<file path="config.mk">
export PLATFORM = sky130hd
export DESIGN_NAME = draw_polygon_flat
export DESIGN_NICKNAME = d
export VERILOG_FILES = /design/src/rtl/draw_polygon_pkg.sv /design/src/rtl/draw_polygon_if.sv /design/src/rtl/draw_polygon_line_walker.sv /design/src/rtl/draw_polygon.sv /design/src/flat_wrapper.sv
export SDC_FILE = /design/constraint.sdc
export NUM_CORES = 1
export LEC_CHECK = 0
export ABC_CLOCK_PERIOD_IN_PS = 7300
export CAP_MARGIN = 10
export CORE_ASPECT_RATIO = 1.5
export CORE_UTILIZATION = 30
export CTS_CLUSTER_DIAMETER = 50
export DETAILED_ROUTE_END_ITERATION = 7
export DONT_BUFFER_PORTS = 1
export PLACE_DENSITY_LB_ADDON = 0.1
export SLEW_MARGIN = 30
export SYNTH_ARGS = -nofsm -noshare
export SYNTH_HDL_FRONTEND = slang
export SYNTH_SLANG_ARGS = --single-unit
</file>
<file path="constraint.sdc">
create_clock -name Clk -period 7.3 [get_ports Clk]
set_clock_uncertainty 0.1 [all_clocks]
set_input_delay 1.46 -clock Clk [delete_from_list [all_inputs] [get_ports Clk]]
set_output_delay 1.46 -clock Clk [all_outputs]
set_load 0.005 [all_outputs]
</file>
<file path="src/rtl/draw_polygon_pkg.sv">
// Shared types for the polygon outliner: default coordinate width, vertex type, FSM state enum.
package draw_pkg;

  localparam int DRAW_COORD_W = 10;

  typedef logic [1:0][DRAW_COORD_W-1:0] vertex_t;

  typedef enum logic [2:0] {
    ST_WAIT,
    ST_LOAD,
    ST_TRIGGER,
    ST_DRAW,
    ST_NEXT,
    ST_DONE
  } poly_state_t;

endpackage

</file>
<file path="src/rtl/draw_polygon_if.sv">
// Request/pixel bundle between the vertex stage, draw_polygon and the frame-buffer writer.
interface draw_polygon_if
  import draw_pkg::*;
#(
  parameter int COORD_W   = DRAW_COORD_W,
  parameter int MAX_VERTS = 8,
  parameter int VCNT_W    = $clog2(MAX_VERTS + 1)
);
  // Start is a level request sampled only while idle; Done is held until Start drops.
  // Pixel_Valid has no ready: the writer must take one pixel every cycle it is high.
  logic                                     draw_polygon_Start;
  logic [MAX_VERTS-1:0][1:0][COORD_W-1:0]   Vertices;
  logic [VCNT_W-1:0]                        Num_Verts;
  logic                                     Closed;
  logic [COORD_W-1:0]                       DrawX;
  logic [COORD_W-1:0]                       DrawY;
  logic                                     Pixel_Valid;
  logic                                     Busy;
  logic                                     draw_polygon_Done;

  modport master (
    output draw_polygon_Start, Vertices, Num_Verts, Closed,
    input  DrawX, DrawY, Pixel_Valid, Busy, draw_polygon_Done
  );

  modport slave (
    input  draw_polygon_Start, Vertices, Num_Verts, Closed,
    output DrawX, DrawY, Pixel_Valid, Busy, draw_polygon_Done
  );

endinterface

</file>
<file path="src/rtl/draw_polygon_line_walker.sv">
// All-octant Bresenham walker: Load latches A/B, each Step advances one pixel, Last flags X/Y == B.
module line_walker #(
  parameter int COORD_W = 10
) (
  input  logic                    Clk,
  input  logic                    Reset_n,
  input  logic                    Load,
  input  logic [1:0][COORD_W-1:0] A,
  input  logic [1:0][COORD_W-1:0] B,
  input  logic                    Step,
  output logic [COORD_W-1:0]      X,
  output logic [COORD_W-1:0]      Y,
  output logic                    Last
);

  localparam int EW = COORD_W + 2;
  localparam logic [COORD_W-1:0] ONE = COORD_W'(1);

  logic [COORD_W-1:0] x_q, y_q, bx_q, by_q;
  logic               sx_neg_q, sy_neg_q;
  logic signed [EW-1:0] err_q, dx_q, dy_q;

  logic [COORD_W-1:0]   adx, ady;
  logic signed [EW-1:0] dx_l, dy_l, err_n;
  logic signed [EW:0]   e2;
  logic                 mv_x, mv_y;

  // dx is kept positive and dy negative so one signed error term covers every octant.
  always_comb begin
    adx   = (B[0] >= A[0]) ? B[0] - A[0] : A[0] - B[0];
    ady   = (B[1] >= A[1]) ? B[1] - A[1] : A[1] - B[1];
    dx_l  = signed'({2'b00, adx});
    dy_l  = -signed'({2'b00, ady});
    e2    = signed'({err_q, 1'b0});
    mv_x  = (e2 >= signed'({dy_q[EW-1], dy_q}));
    mv_y  = (e2 <= signed'({dx_q[EW-1], dx_q}));
    err_n = err_q + (mv_x ? dy_q : '0) + (mv_y ? dx_q : '0);
    Last  = (x_q == bx_q) && (y_q == by_q);
  end

  always_ff @(posedge Clk or negedge Reset_n) begin
    if (!Reset_n) begin
      x_q      <= '0;
      y_q      <= '0;
      bx_q     <= '0;
      by_q     <= '0;
      sx_neg_q <= 1'b0;
      sy_neg_q <= 1'b0;
      err_q    <= '0;
      dx_q     <= '0;
      dy_q     <= '0;
    end else if (Load) begin
      x_q      <= A[0];
      y_q      <= A[1];
      bx_q     <= B[0];
      by_q     <= B[1];
      sx_neg_q <= (B[0] < A[0]);
      sy_neg_q <= (B[1] < A[1]);
      dx_q     <= dx_l;
      dy_q     <= dy_l;
      err_q    <= dx_l + dy_l;
    end else if (Step) begin
      err_q <= err_n;
      if (mv_x) x_q <= sx_neg_q ? x_q - ONE : x_q + ONE;
      if (mv_y) y_q <= sy_neg_q ? y_q - ONE : y_q + ONE;
    end
  end

  assign X = x_q;
  assign Y = y_q;

endmodule

</file>
<file path="src/rtl/draw_polygon.sv">
// Polygon/polyline outliner: sequences edges of a latched vertex list through line_walker.
// Build option POLY_SKIP_SHARED_EN suppresses duplicated shared-vertex pixels.
module draw_polygon
  import draw_pkg::*;
#(
  parameter int COORD_W   = DRAW_COORD_W,
  parameter int MAX_VERTS = 8,
  parameter int VCNT_W    = $clog2(MAX_VERTS + 1)
) (
  input  logic          Clk,
  input  logic          Reset_n,
  draw_polygon_if.slave bus,
  output poly_state_t   dbg_state
);

  localparam int IDX_W = $clog2(MAX_VERTS);

  poly_state_t state;
  logic [MAX_VERTS-1:0][1:0][COORD_W-1:0] vert_q;
  logic [VCNT_W-1:0] n_q, e_q, k_q;
  logic              busy_q, done_q, pv_q;

  logic [VCNT_W-1:0]        n_in, k_inc, kb;
  logic [1:0][COORD_W-1:0]  va, vb;
  logic                     wl_load, wl_step, wl_last;
  logic [COORD_W-1:0]       wl_x, wl_y;

  always_comb begin
    n_in    = (bus.Num_Verts > VCNT_W'(MAX_VERTS)) ? VCNT_W'(MAX_VERTS) : bus.Num_Verts;
    k_inc   = k_q + VCNT_W'(1);
    kb      = (k_inc == n_q) ? '0 : k_inc;
    va      = vert_q[k_q[IDX_W-1:0]];
    vb      = vert_q[kb[IDX_W-1:0]];
    wl_load = (state == ST_TRIGGER);
    wl_step = (state == ST_DRAW) && !wl_last;
  end

  line_walker #(.COORD_W(COORD_W)) u_walker (
    .Clk     (Clk),
    .Reset_n (Reset_n),
    .Load    (wl_load),
    .A       (va),
    .B       (vb),
    .Step    (wl_step),
    .X       (wl_x),
    .Y       (wl_y),
    .Last    (wl_last)
  );

  // Flags are set on the transition into a state so they line up with it.
  always_ff @(posedge Clk or negedge Reset_n) begin
    if (!Reset_n) begin
      state  <= ST_WAIT;
      vert_q <= '0;
      n_q    <= '0;
      e_q    <= '0;
      k_q    <= '0;
      busy_q <= 1'b0;
      done_q <= 1'b0;
      pv_q   <= 1'b0;
    end else begin
      case (state)
        ST_WAIT: begin
          if (bus.draw_polygon_Start) begin
            state  <= ST_LOAD;
            busy_q <= 1'b1;
          end
        end
        ST_LOAD: begin
          vert_q <= bus.Vertices;
          n_q    <= n_in;
          k_q    <= '0;
          // A single vertex still gets one degenerate edge V0->V0.
          if (n_in <= VCNT_W'(1))  e_q <= VCNT_W'(1);
          else if (bus.Closed)     e_q <= n_in;
          else                     e_q <= n_in - VCNT_W'(1);
          if (n_in == '0) begin
            state  <= ST_DONE;
            busy_q <= 1'b0;
            done_q <= 1'b1;
          end else begin
            state  <= ST_TRIGGER;
          end
        end
        ST_TRIGGER: begin
          state <= ST_DRAW;
          pv_q  <= 1'b1;
        end
        ST_DRAW: begin
          if (wl_last) begin
            state <= ST_NEXT;
            pv_q  <= 1'b0;
          end
        end
        ST_NEXT: begin
          k_q <= k_inc;
          if (k_inc == e_q) begin
            state  <= ST_DONE;
            busy_q <= 1'b0;
            done_q <= 1'b1;
          end else begin
            state  <= ST_TRIGGER;
          end
        end
        ST_DONE: begin
          if (!bus.draw_polygon_Start) begin
            state  <= ST_WAIT;
            done_q <= 1'b0;
          end
        end
        default: state <= ST_WAIT;
      endcase
    end
  end

`ifdef POLY_SKIP_SHARED_EN
  logic first_q, closed_q, close_last;

  always_ff @(posedge Clk or negedge Reset_n) begin
    if (!Reset_n) begin
      first_q  <= 1'b0;
      closed_q <= 1'b0;
    end else begin
      if (state == ST_LOAD) closed_q <= bus.Closed;
      if (state == ST_TRIGGER)   first_q <= (k_q != '0);
      else if (state == ST_DRAW) first_q <= 1'b0;
    end
  end

  // The closing edge ends on V0, which the first edge already emitted.
  assign close_last      = closed_q && (e_q >= VCNT_W'(2)) && (k_inc == e_q) && wl_last;
  assign bus.Pixel_Valid = pv_q && !first_q && !close_last;
`else
  assign bus.Pixel_Valid = pv_q;
`endif

  assign bus.DrawX             = wl_x;
  assign bus.DrawY             = wl_y;
  assign bus.Busy              = busy_q;
  assign bus.draw_polygon_Done = done_q;
  assign dbg_state             = state;

endmodule

</file>
<file path="src/flat_wrapper.sv">
// flat-port wrapper written by rule: the top's interface ports become plain ports
module draw_polygon_flat import draw_pkg::*;
#(
  parameter int COORD_W   = DRAW_COORD_W,
  parameter int MAX_VERTS = 8,
  parameter int VCNT_W    = $clog2(MAX_VERTS + 1)
)
  (Clk, Reset_n, dbg_state, bus_draw_polygon_Start, bus_Vertices, bus_Num_Verts, bus_Closed, bus_DrawX, bus_DrawY, bus_Pixel_Valid, bus_Busy, bus_draw_polygon_Done);
  draw_polygon_if #(.COORD_W(COORD_W), .MAX_VERTS(MAX_VERTS), .VCNT_W(VCNT_W)) bus_i ();
  input  logic Clk;
  input  logic Reset_n;
  output poly_state_t dbg_state;
  input wire logic [$bits(bus_i.draw_polygon_Start)-1:0] bus_draw_polygon_Start;
  input wire logic [$bits(bus_i.Vertices)-1:0] bus_Vertices;
  input wire logic [$bits(bus_i.Num_Verts)-1:0] bus_Num_Verts;
  input wire logic [$bits(bus_i.Closed)-1:0] bus_Closed;
  output wire logic [$bits(bus_i.DrawX)-1:0] bus_DrawX;
  output wire logic [$bits(bus_i.DrawY)-1:0] bus_DrawY;
  output wire logic [$bits(bus_i.Pixel_Valid)-1:0] bus_Pixel_Valid;
  output wire logic [$bits(bus_i.Busy)-1:0] bus_Busy;
  output wire logic [$bits(bus_i.draw_polygon_Done)-1:0] bus_draw_polygon_Done;
  assign bus_i.draw_polygon_Start = bus_draw_polygon_Start;
  assign bus_i.Vertices = bus_Vertices;
  assign bus_i.Num_Verts = bus_Num_Verts;
  assign bus_i.Closed = bus_Closed;
  assign bus_DrawX = bus_i.DrawX;
  assign bus_DrawY = bus_i.DrawY;
  assign bus_Pixel_Valid = bus_i.Pixel_Valid;
  assign bus_Busy = bus_i.Busy;
  assign bus_draw_polygon_Done = bus_i.draw_polygon_Done;
  draw_polygon #(.COORD_W(COORD_W), .MAX_VERTS(MAX_VERTS), .VCNT_W(VCNT_W)) u_core (.Clk(Clk), .Reset_n(Reset_n), .bus(bus_i), .dbg_state(dbg_state));
endmodule
</file>
==> Word-level counts from Yosys, hierarchy flattened <==
Index checks and enable logic that the tools add are counted.
{ "totals": {"ff_bits": 254, "latch_bits": 0, "ram_bits": 0, "rom_bits": 0, "input_bits": 168, "out_inout_bits": 26, "wordCells": 127, "memories": 0} }
{ "classes": {"n_addsub": 14, "mul": 0, "n_div": 0, "order_cmp": 10, "eq_ne": 14, "shift": 0, "n_mux": 39, "bitwise_logic": 0, "n_reduce_logical": 18} }
{ "ops": {"columns": ["op", "n"], "rows": [
  ["$bmux 20 s3", 2],
  ["$mux 10", 11],
  ["$mux 20", 2],
  ["$sub 10x10->10", 4],
  ["$mux 12", 3],
  ["$add 10x1->10 const B", 2],
  ["$eq 10x10->1", 2],
  ["$ge 10x10->1", 2],
  ["$lt 10x10->1", 2],
  ["$sub 10x1->10 const B", 2],
  ["$mux 3", 6],
  ["$pmux 3 s6", 1],
  ["$ge 13x12->1", 1],
  ["$le 13x11->1", 1],
  ["$add 11x12->12", 1],
  ["$add 12x10->12", 1],
  ["$add 12x12->12", 1],
  ["$mux 4", 3],
  ["$neg 10->12", 1],
  ["$reduce_bool 2->1", 5],
  ["$eq 4x4->1", 2],
  ["$lt 3x4->1 const B", 2],
  ["$pmux 4 s2", 1],
  ["$reduce_and 4->1", 2],
  ["19 further kinds", 35]
]} }

==> Longest topological paths before layout <==
Gate-level depths: netlist of run 1.
{ "logic_depth": {"ltp_word": 10, "depth_mapped": 36, "mapped_depth_nobuf": 33} }

==> Cells and area by module <==
Synthesis of run 1 repeated with hierarchy kept, for this count alone.
{ "hier_totals": {"hier_cells": 2014, "hier_area_um2": 17709.5} }
{ "modules_own_cells": {"columns": ["mod", "instances", "cells_per_inst", "area_per_inst_um2", "seq_area_each_um2"], "rows": [
  ["draw_polygon", 1, 1120, 9804.4, 4454.3],
  ["line_walker", 1, 894, 7905.1, 1901.8]
]} }

==> Least setup slack after synthesis of run 1 <==
No wires, ideal clock.
{ "synth_timing": {"path_kind": "flip-flop to flip-flop", "start": "register u_core.k_q[0]", "end": "register u_core.u_walker.err_q[9]", "setup_ns": 0.137, "arrival_time_ns": 6.692, "t_required_ns": 7.063, "slack_ns": 0.371, "path_stages_with_launch": 33, "n_path_buf": 3, "synth_period_minus_slack_ns": 6.929, "cell_sequence": "dfrtp_1 > ha_1 > xnor2_1 > xnor2_1 > nor4_1 > nor2_1 > buf_2 > clkbuf_1 > a211oi_1 > a21oi_1 > a21oi_1 > ha_1 > inv_1 > fa_1 > nand3_1 > a21o_1 > a31oi_1 > nor2_1 > clkbuf_1 > mux2i_1 > inv_1 > ha_1 > a21o_1 > a21oi_1 > nor2_1 > o311ai_0 > a221oi_1 > o2111ai_1 > o31ai_1 > o41a_1 > nor2_1 > xor2_1 > a21oi_1"} }
{ "synth_between": {"elab_cells_between_ends": 18, "classes_between": "7 x add/sub; 2 x order compare; 1 x eq/ne; 8 x mux"} }
{ "synth_lines": {"columns": ["item", "line", "text"], "rows": [
  ["from (decl)", "draw_polygon.sv:20", "logic [VCNT_W-1:0] n_q, e_q, k_q;"],
  ["from (signal assigned)", "draw_polygon.sv:96", "k_q <= k_inc;"],
  ["$add 4x1->4", "draw_polygon.sv:30", "k_inc = k_q + VCNT_W'(1);"],
  ["$eq 4x4->1", "draw_polygon.sv:31", "kb = (k_inc == n_q) ? '0 : k_inc;"],
  ["$mux 3", "draw_polygon.sv:31", null],
  ["$bmux 20 s3", "draw_polygon.sv:33", "vb = vert_q[kb[IDX_W-1:0]];"],
  ["$mux 20 (not written as such)", "draw_polygon.sv:33", null],
  ["$sub 10x10->10 or $ge 10x10->1 (tied branches)", "draw_polygon_line_walker.sv:30", "adx = (B[0] >= A[0]) ? B[0] - A[0] : A[0] - B[0];"],
  ["$mux 10 (*)", "draw_polygon_line_walker.sv:30", null],
  ["named net u_core.u_walker.adx[1]", "draw_polygon_line_walker.sv:23", "logic [COORD_W-1:0] adx, ady;"],
  ["$add 11x12->12 (*)", "draw_polygon_line_walker.sv:61", "err_q <= dx_l + dy_l;"],
  ["$mux 12 (*)", "draw_polygon_line_walker.sv:52", "end else if (Load) begin"],
  ["to (signal assigned)", "draw_polygon_line_walker.sv:61", null],
  ["to (signal assigned)", "draw_polygon_line_walker.sv:63", "err_q <= err_n;"],
  ["to (decl)", "draw_polygon_line_walker.sv:21", "logic signed [EW-1:0] err_q, dx_q, dy_q;"]
]} }
The timed path passes the listed nets; every way through them passes the cells marked *. The select of a mux whose other input is x is not followed.
A chain may end at the register's enable or synchronous reset.

==> results of run 1 <==
[per-stage QoR]
step	hold slack, ps	instances	utilization [%]	setup slack [ps]	area [µm²]
after CTS	392	2749	34.5	68.8	19300
after detailed placement	377	2693	32.6	18.0	18200
final	383	2769	35.2	413	19700
after floorplan	350	1982	-	371	17100
after global placement	376	2693	32.6	152	18200
after global routing	417	2769	35.2	-30.0	19700
[routing by layer]
| metal | vias up | GRT usage (%) | part of all wire [%] |
|---|---|---|---|
| met5 | - | 0 | 0 |
| met4 | 0 | 6.92 | 3.4 |
| met3 | 75 | 2.79 | 4.1 |
| met2 | 324 | 34.1 | 50 |
| li1 | 6786 | - | - |
| met1 | 6746 | 25.0 | 43 |
[kinds of logic (layout without fill, tap and decap cells)]
family	Yosys count	after routing	share of synthesized area, %
AOI/OAI and AO/OA	382	382	14.1
DFF	254	254	37.2
adders and majority gates	119	119	9.50
muxes	103	103	9.16
buffers and inverters	213	244	4.76
and+or+nand+nor	819	819	20.4
xor gates and xnor gates	92	92	4.89
[cells in the final DEF (no fill, tap or decap), drive strengths merged, types with 41 or more instances in the layout]
master	count
nand2	586
dfrtp	254
a21oi	145
inv	108
ha	101
buf	84
o21ai	83
nor2	60
xnor2	51
mux2i	48
mux4	41
[worst paths after layout]
| kind | from | to | depth (start not counted) |
|---|---|---|---|
| worst max-delay path | u_core.k_q[0] | u_core.u_walker.err_q[9] | 34 |
| worst min-delay path | u_core.u_walker.dy_q[10] | u_core.u_walker.dy_q[10] | 2 |
| worst max register to register | u_core.k_q[0] | u_core.u_walker.err_q[9] | 34 |
| worst min register to register | u_core.u_walker.dy_q[10] | u_core.u_walker.dy_q[10] | 2 |
| max in group asynchronous | Reset_n | u_core.k_q[0] | 0 |
| min in group asynchronous | Reset_n | u_core.vert_q[143] | 0 |
[state kept, by name (all words and copies together), names as in the netlist]
name                          cells
u_core.u_walker.sy_neg_q          1
u_core.u_walker.dy_q             12
u_core.u_walker.dx_q             10
u_core.u_walker.bx_q             10
u_core.bus.draw_polygon_Done      1
u_core.u_walker.err_q            12
u_core.u_walker.by_q             10
u_core.n_q                        4
u_core.dbg_state                  3
u_core.k_q                        4
u_core.bus.Pixel_Valid            1
u_core.vert_q                   160
u_core.bus.Busy                   1
u_core.u_walker.X                10
u_core.e_q                        4
u_core.u_walker.sx_neg_q          1
u_core.u_walker.Y                10
[worst register-to-register path: cells and delay by family (launching register included)]
kind	cells	cell delay, ps
flops	1	480
fa+ha+maj	3	910
mux	3	780
xor+xnor	5	910
compound gates	10	1660
buf+inv	6	880
simple gates	7	1040
[layout make-up]
cell class / count / area [µm²]
timing repair buffer: 87 / 773
fill: 5925 / 36300
multi-input combinational: 1515 / 10200
sequential: 254 / 6360
inverter: 101 / 379
clock buffer: 35 / 791
tap: 756 / 946
clock inverter: 21 / 279
[timing repair]
action,4_1_cts,5_1_grt
pin swaps,0,16
resized for setup,1,51
gates cloned,0,3
setup endpoints to repair,1,3
buffers inserted,0,17
==> qor.csv, run 1 <==
stage,metric,value,unit
worst_setup_path,path_delay_family,compound AO/OA/AOI/OAI gates,
worst_setup_path,crit_required,7630,ps
place,gp_congestion,0.858,
logic_synthesis,synth_flop_cell,dfrtp_1,
clocking,cts_buffers,31,
routing,num_vias,13900,
logic_synthesis,synth_largest_area_cell,dfrtp_1,
die,start_util,30.5,%
die,dieArea,58000,µm²
clocking,clk_pin_slew_worst_paths,60,ps
final_layout,drive_gt1_share,13.1,%
die,rows,106,
sta,setup_viol,0,
logic_synthesis,synth-async-reset-ratio,100,%
sta,max_freq,145,MHz
logic_synthesis,syn_inst,1982,
routing,wl,57900,µm
die,coreArea,56000,µm²
clocking,worstSkewPairLatency,590,ps
worst_setup_path,cp-start-kind,flop,
global_routing,overflow,0,
status,status,finished clean,
clocking,clock-root-buffer,clkbuf_16,
sta,period_needed,6890,ps
worst_setup_path,slowest_delay,480,ps
worst_setup_path,path_class,reg -> reg,
global_routing,grt_pass1_vias,14100,
worst_setup_path,crit_arrival,7220,ps
place,dpl.hpwl,43600,µm
routing,drt-wirelength-per-cell,20.9,µm
clocking,clock-sinks,254,
logic_synthesis,synth_area_leaders,"dfrtp_1 (37%), nand2_1 (13%), ha_1 (7.4%), mux4_2 (5.4%), a21oi_1 (4.2%)",
sta,setup_tns,0,ps
die,num_io_pins,194,
routing,drtIter0Drc,716,
sta,slew_headroom,36.5,%
sta,drv_slew,0,
routing,drc,0,
global_routing,grt_max_degree,255,
final_layout,fin_nets,2277,
logic_synthesis,synth-seq-cells,254,
worst_setup_path,rrSetupSlack,410,ps
sta,hold_viol_final,0,
clocking,cts_tree,built,
logic_synthesis,yosysTopAreaCellShare,37.2,%
logic_synthesis,yosys-top-cells-count,"nand2_1 (586), dfrtp_1 (254), a21oi_1 (145)",
worst_setup_path,cp_slowest_cell,dfrtp_4,
global_routing,antenna_found_initial,0,
logic_synthesis,yosysSeqAreaShare,37.2,%
worst_setup_path,endpoint_kind,flop,
job,cap_violations,0,
logic_synthesis,syn_avg_cell_area,8.62,µm²
logic_synthesis,ys_warn_count,0,
logic_synthesis,synth_nets,2269,
routing,vias_per_cell,5.03,
logic_synthesis,synth.most_common_cell,nand2_1,
worst_setup_path,critPathMaxFanout,9,
routing,detailedRoute.firstPassIterationCount,5,
final_layout,diodes,0,
routing,antenna_left,0,
sta,fin_crit_sh,94.3,%
die,fp.dieH,294,µm
global_routing,track_usage,19.7,%
logic_synthesis,synth.distinct_cells,75,
logic_synthesis,synth_edf_count,0,
clocking,cts_hold_buf,0,
die,die_w,197,µm
clocking,clock_path_buffers,3,
place,numPortBuffers,0,
clocking,cts_max_level,1,
global_routing,grt_pass1_wl,86900,µm
sta,worst_pin_slew,953,ps
min_path,hp-class,reg -> reg,
worst_setup_path,path_buf_inv,6,
final_layout,synthToLayoutAreaGrowth,15.3,%
logic_synthesis,synthesis.area,17100,µm²
Power of run 1 is left out: the tool's default activity adds up to more than one toggle a clock period on the data nets, which glitch-free logic cannot reach.
==> inputs of run 2 (changes only) <==
--- a/config.mk
+++ b/config.mk
@@ -13,7 +13,9 @@
 export DETAILED_ROUTE_END_ITERATION = 7
 export DONT_BUFFER_PORTS = 1
 export PLACE_DENSITY_LB_ADDON = 0.1
+export REMOVE_ABC_BUFFERS = 1
 export SLEW_MARGIN = 30
 export SYNTH_ARGS = -nofsm -noshare
 export SYNTH_HDL_FRONTEND = slang
 export SYNTH_SLANG_ARGS = --single-unit
+export TNS_END_PERCENT = 1
==> run 2 against run 1 <==
Worst setup slack worse by 43 ps. Critical endpoint unchanged. Critical path depth is 1 lower. Non-clock buffer count fell by 8. Cell count rose by 0.18%. Highest routed layer unchanged. Register-to-register slack got worse by 40 ps.
==> qor.csv, run 2 (synthesized netlist as in run 1, its figures left out) <==
stage,metric,value,unit
place,gp_congestion,0.846,
routing,vias_per_cell,5.02,
sta,fin_crit_sh,94.9,%
routing,drt-wirelength-per-cell,20.0,µm
die,die_w,197,µm
final_layout,layout_commonest_cell,nand2_1,
clocking,clk_pin_slew_worst_paths,60,ps
sta,setup_tns,0,ps
clocking,clock_path_buffers,3,
min_path,hp-class,reg -> reg,
routing,wl,55600,µm
worst_setup_path,slowest_delay,480,ps
routing,drtIter0Drc,563,
clocking,clock-sinks,254,
final_layout,top_register,u_core.vert_q,
worst_setup_path,cp_slowest_cell,dfrtp_4,
final_layout,drive_gt1_share,14.0,%
job,cap_violations,0,
final_layout,final_util,35.8,%
final_layout,design_area,20100,µm²
worst_setup_path,critPathMaxFanout,18,
status,status,finished clean,
final_layout,num-fill-cells,5907,
worst_setup_path,reg2reg_from,u_core.k_q[0],
min_path,holdPathStages,2,
die,fp.dieH,294,µm
worst_setup_path,worstReg2RegEnd,u_core.u_walker.err_q[9],
die,num_io_pins,194,
worst_setup_path,path_delay_family,compound AO/OA/AOI/OAI gates,
worst_setup_path,path_buf_inv,7,
die,dieArea,58000,µm²
worst_setup_path,crit_arrival,7210,ps
final_layout,largest_reg_flops,160,
worst_setup_path,rrSetupSlack,370,ps
worst_setup_path,crit_required,7580,ps
clocking,cts_hold_buf,0,
die,coreArea,56000,µm²
final_layout,multi_input_area,10300,µm²
global_routing,track_usage,19.2,%
global_routing,grt_pass1_vias,14600,
min_path,holdPathEnd,u_core.u_walker.dy_q[1],
sta,max_freq,144,MHz
clocking,clock-root-buffer,clkbuf_16,
global_routing,grt_pass1_wl,86200,µm
clocking,cts_buffers,39,
die,start_util,30.5,%
place,numPortBuffers,0,
sta,slew_headroom,37.2,%
worst_setup_path,path_class,reg -> reg,
clocking,worstSkewPairLatency,550,ps
sta,fin_ws,370,ps
final_layout,layout_common_cells,"nand2_1 (583), dfrtp_1 (251), a21oi_1 (126), inv_1 (99), ha_1 (94)",
final_layout,reg_top3,"u_core.vert_q (160), u_core.u_walker.dy_q (12), u_core.u_walker.err_q (12)",
global_routing,antenna_found_initial,0,
sta,drv_slew,0,
routing,antenna_left,0,
routing,detailedRoute.firstPassIterationCount,4,
routing,drc,0,
clocking,cts_max_level,2,
final_layout,synthToLayoutAreaGrowth,17.3,%
final_layout,seq_area,6360,µm²
worst_setup_path,reg2reg_depth,33,
place,place_area,18200,µm²
sta,hold_viol_final,0,
clocking,cts_tree,built,
global_routing,overflow,0,
sta,period_needed,6930,ps
final_layout,fin_nets,2277,
place,dp_worst_setup_slack,8.52,ps
sta,setup_viol,0,
final_layout,diodes,0,
min_path,min-delay-start,u_core.u_walker.dy_q[1],
sta,worst_pin_slew,941,ps
global_routing,grt_max_degree,255,
place,dpl.hpwl,40900,µm
worst_setup_path,endpoint_kind,flop,
routing,num_vias,13900,
worst_setup_path,cp-start-kind,flop,
die,rows,106,
-- run 2: per-layer routing --
| metal | up-vias | global-route usage, % | wire, µm |
|---|---|---|---|
| met5 | - | 0 | 0 |
| met4 | 0 | 5.96 | 1610 |
| met3 | 77 | 2.72 | 2030 |
| met2 | 249 | 34.9 | 28700 |
| met1 | 6802 | 23.3 | 23300 |
| li1 | 6788 | - | - |
-- run 2: worst register-to-register path: cells and delay by family, from the launching register on --
| kind | cells | cell delay, ps |
|---|---|---|
| xor+xnor | 4 | 800 |
| buf+inv | 7 | 1250 |
| fa+ha+maj | 3 | 900 |
| compound gates | 13 | 2080 |
| simple gates | 6 | 1160 |
| flops | 1 | 480 |
-- run 2: timing repair --
item,CTS,global route
pin swaps,1,23
buffers inserted,2,21
hold endpoints to repair,0,0
endpoints found under the setup margin,2,3
cloned,0,1
gates resized for setup,2,66
-- run 2: how the worst max path moves through the flow --
stage                  startpoint                        end  cells past startpoint
global placement    u_core.k_q[0]   u_core.u_walker.err_q[9]                     32
global route        u_core.k_q[0]  u_core.u_walker.err_q[11]                     34
floorplan           u_core.k_q[0]   u_core.u_walker.err_q[9]                     30
detailed placement  u_core.k_q[0]   u_core.u_walker.err_q[9]                     33
finish              u_core.k_q[0]   u_core.u_walker.err_q[9]                     33
CTS                 u_core.k_q[0]  u_core.u_walker.err_q[11]                     31
-- run 2: cell type report --
type / count / area share [%]
multi-input cells: 1515 / 51.2
flip-flops and latches: 254 / 31.7
clock buffers: 47 / 5.48
well taps: 756 / 4.72
repair buffers: 79 / 3.81
inverters: 101 / 1.89
clock inverters: 22 / 1.19
-- run 2: per-stage QoR --
stage          hold WS, ps  std cells
2_1_floorplan          350       1870
3_3_place_gp           373       2681
3_5_place_dp           376       2681
4_1_cts                389       2752
5_1_grt                420       2774
6_report               386       2774
Power of run 2 is left out for the same reason.
==> inputs of run 3 (changes only) <==
--- a/config.mk
+++ b/config.mk
@@ -12,6 +12,7 @@
 export CTS_CLUSTER_DIAMETER = 50
 export DETAILED_ROUTE_END_ITERATION = 7
 export DONT_BUFFER_PORTS = 1
+export GPL_TIMING_DRIVEN = 1
 export PLACE_DENSITY_LB_ADDON = 0.1
 export REMOVE_ABC_BUFFERS = 1
 export SLEW_MARGIN = 30
==> results of run 3 <==
The final DEF is identical to that of run 2; final timing and power are the same.
Power of run 3 is left out for the same reason.
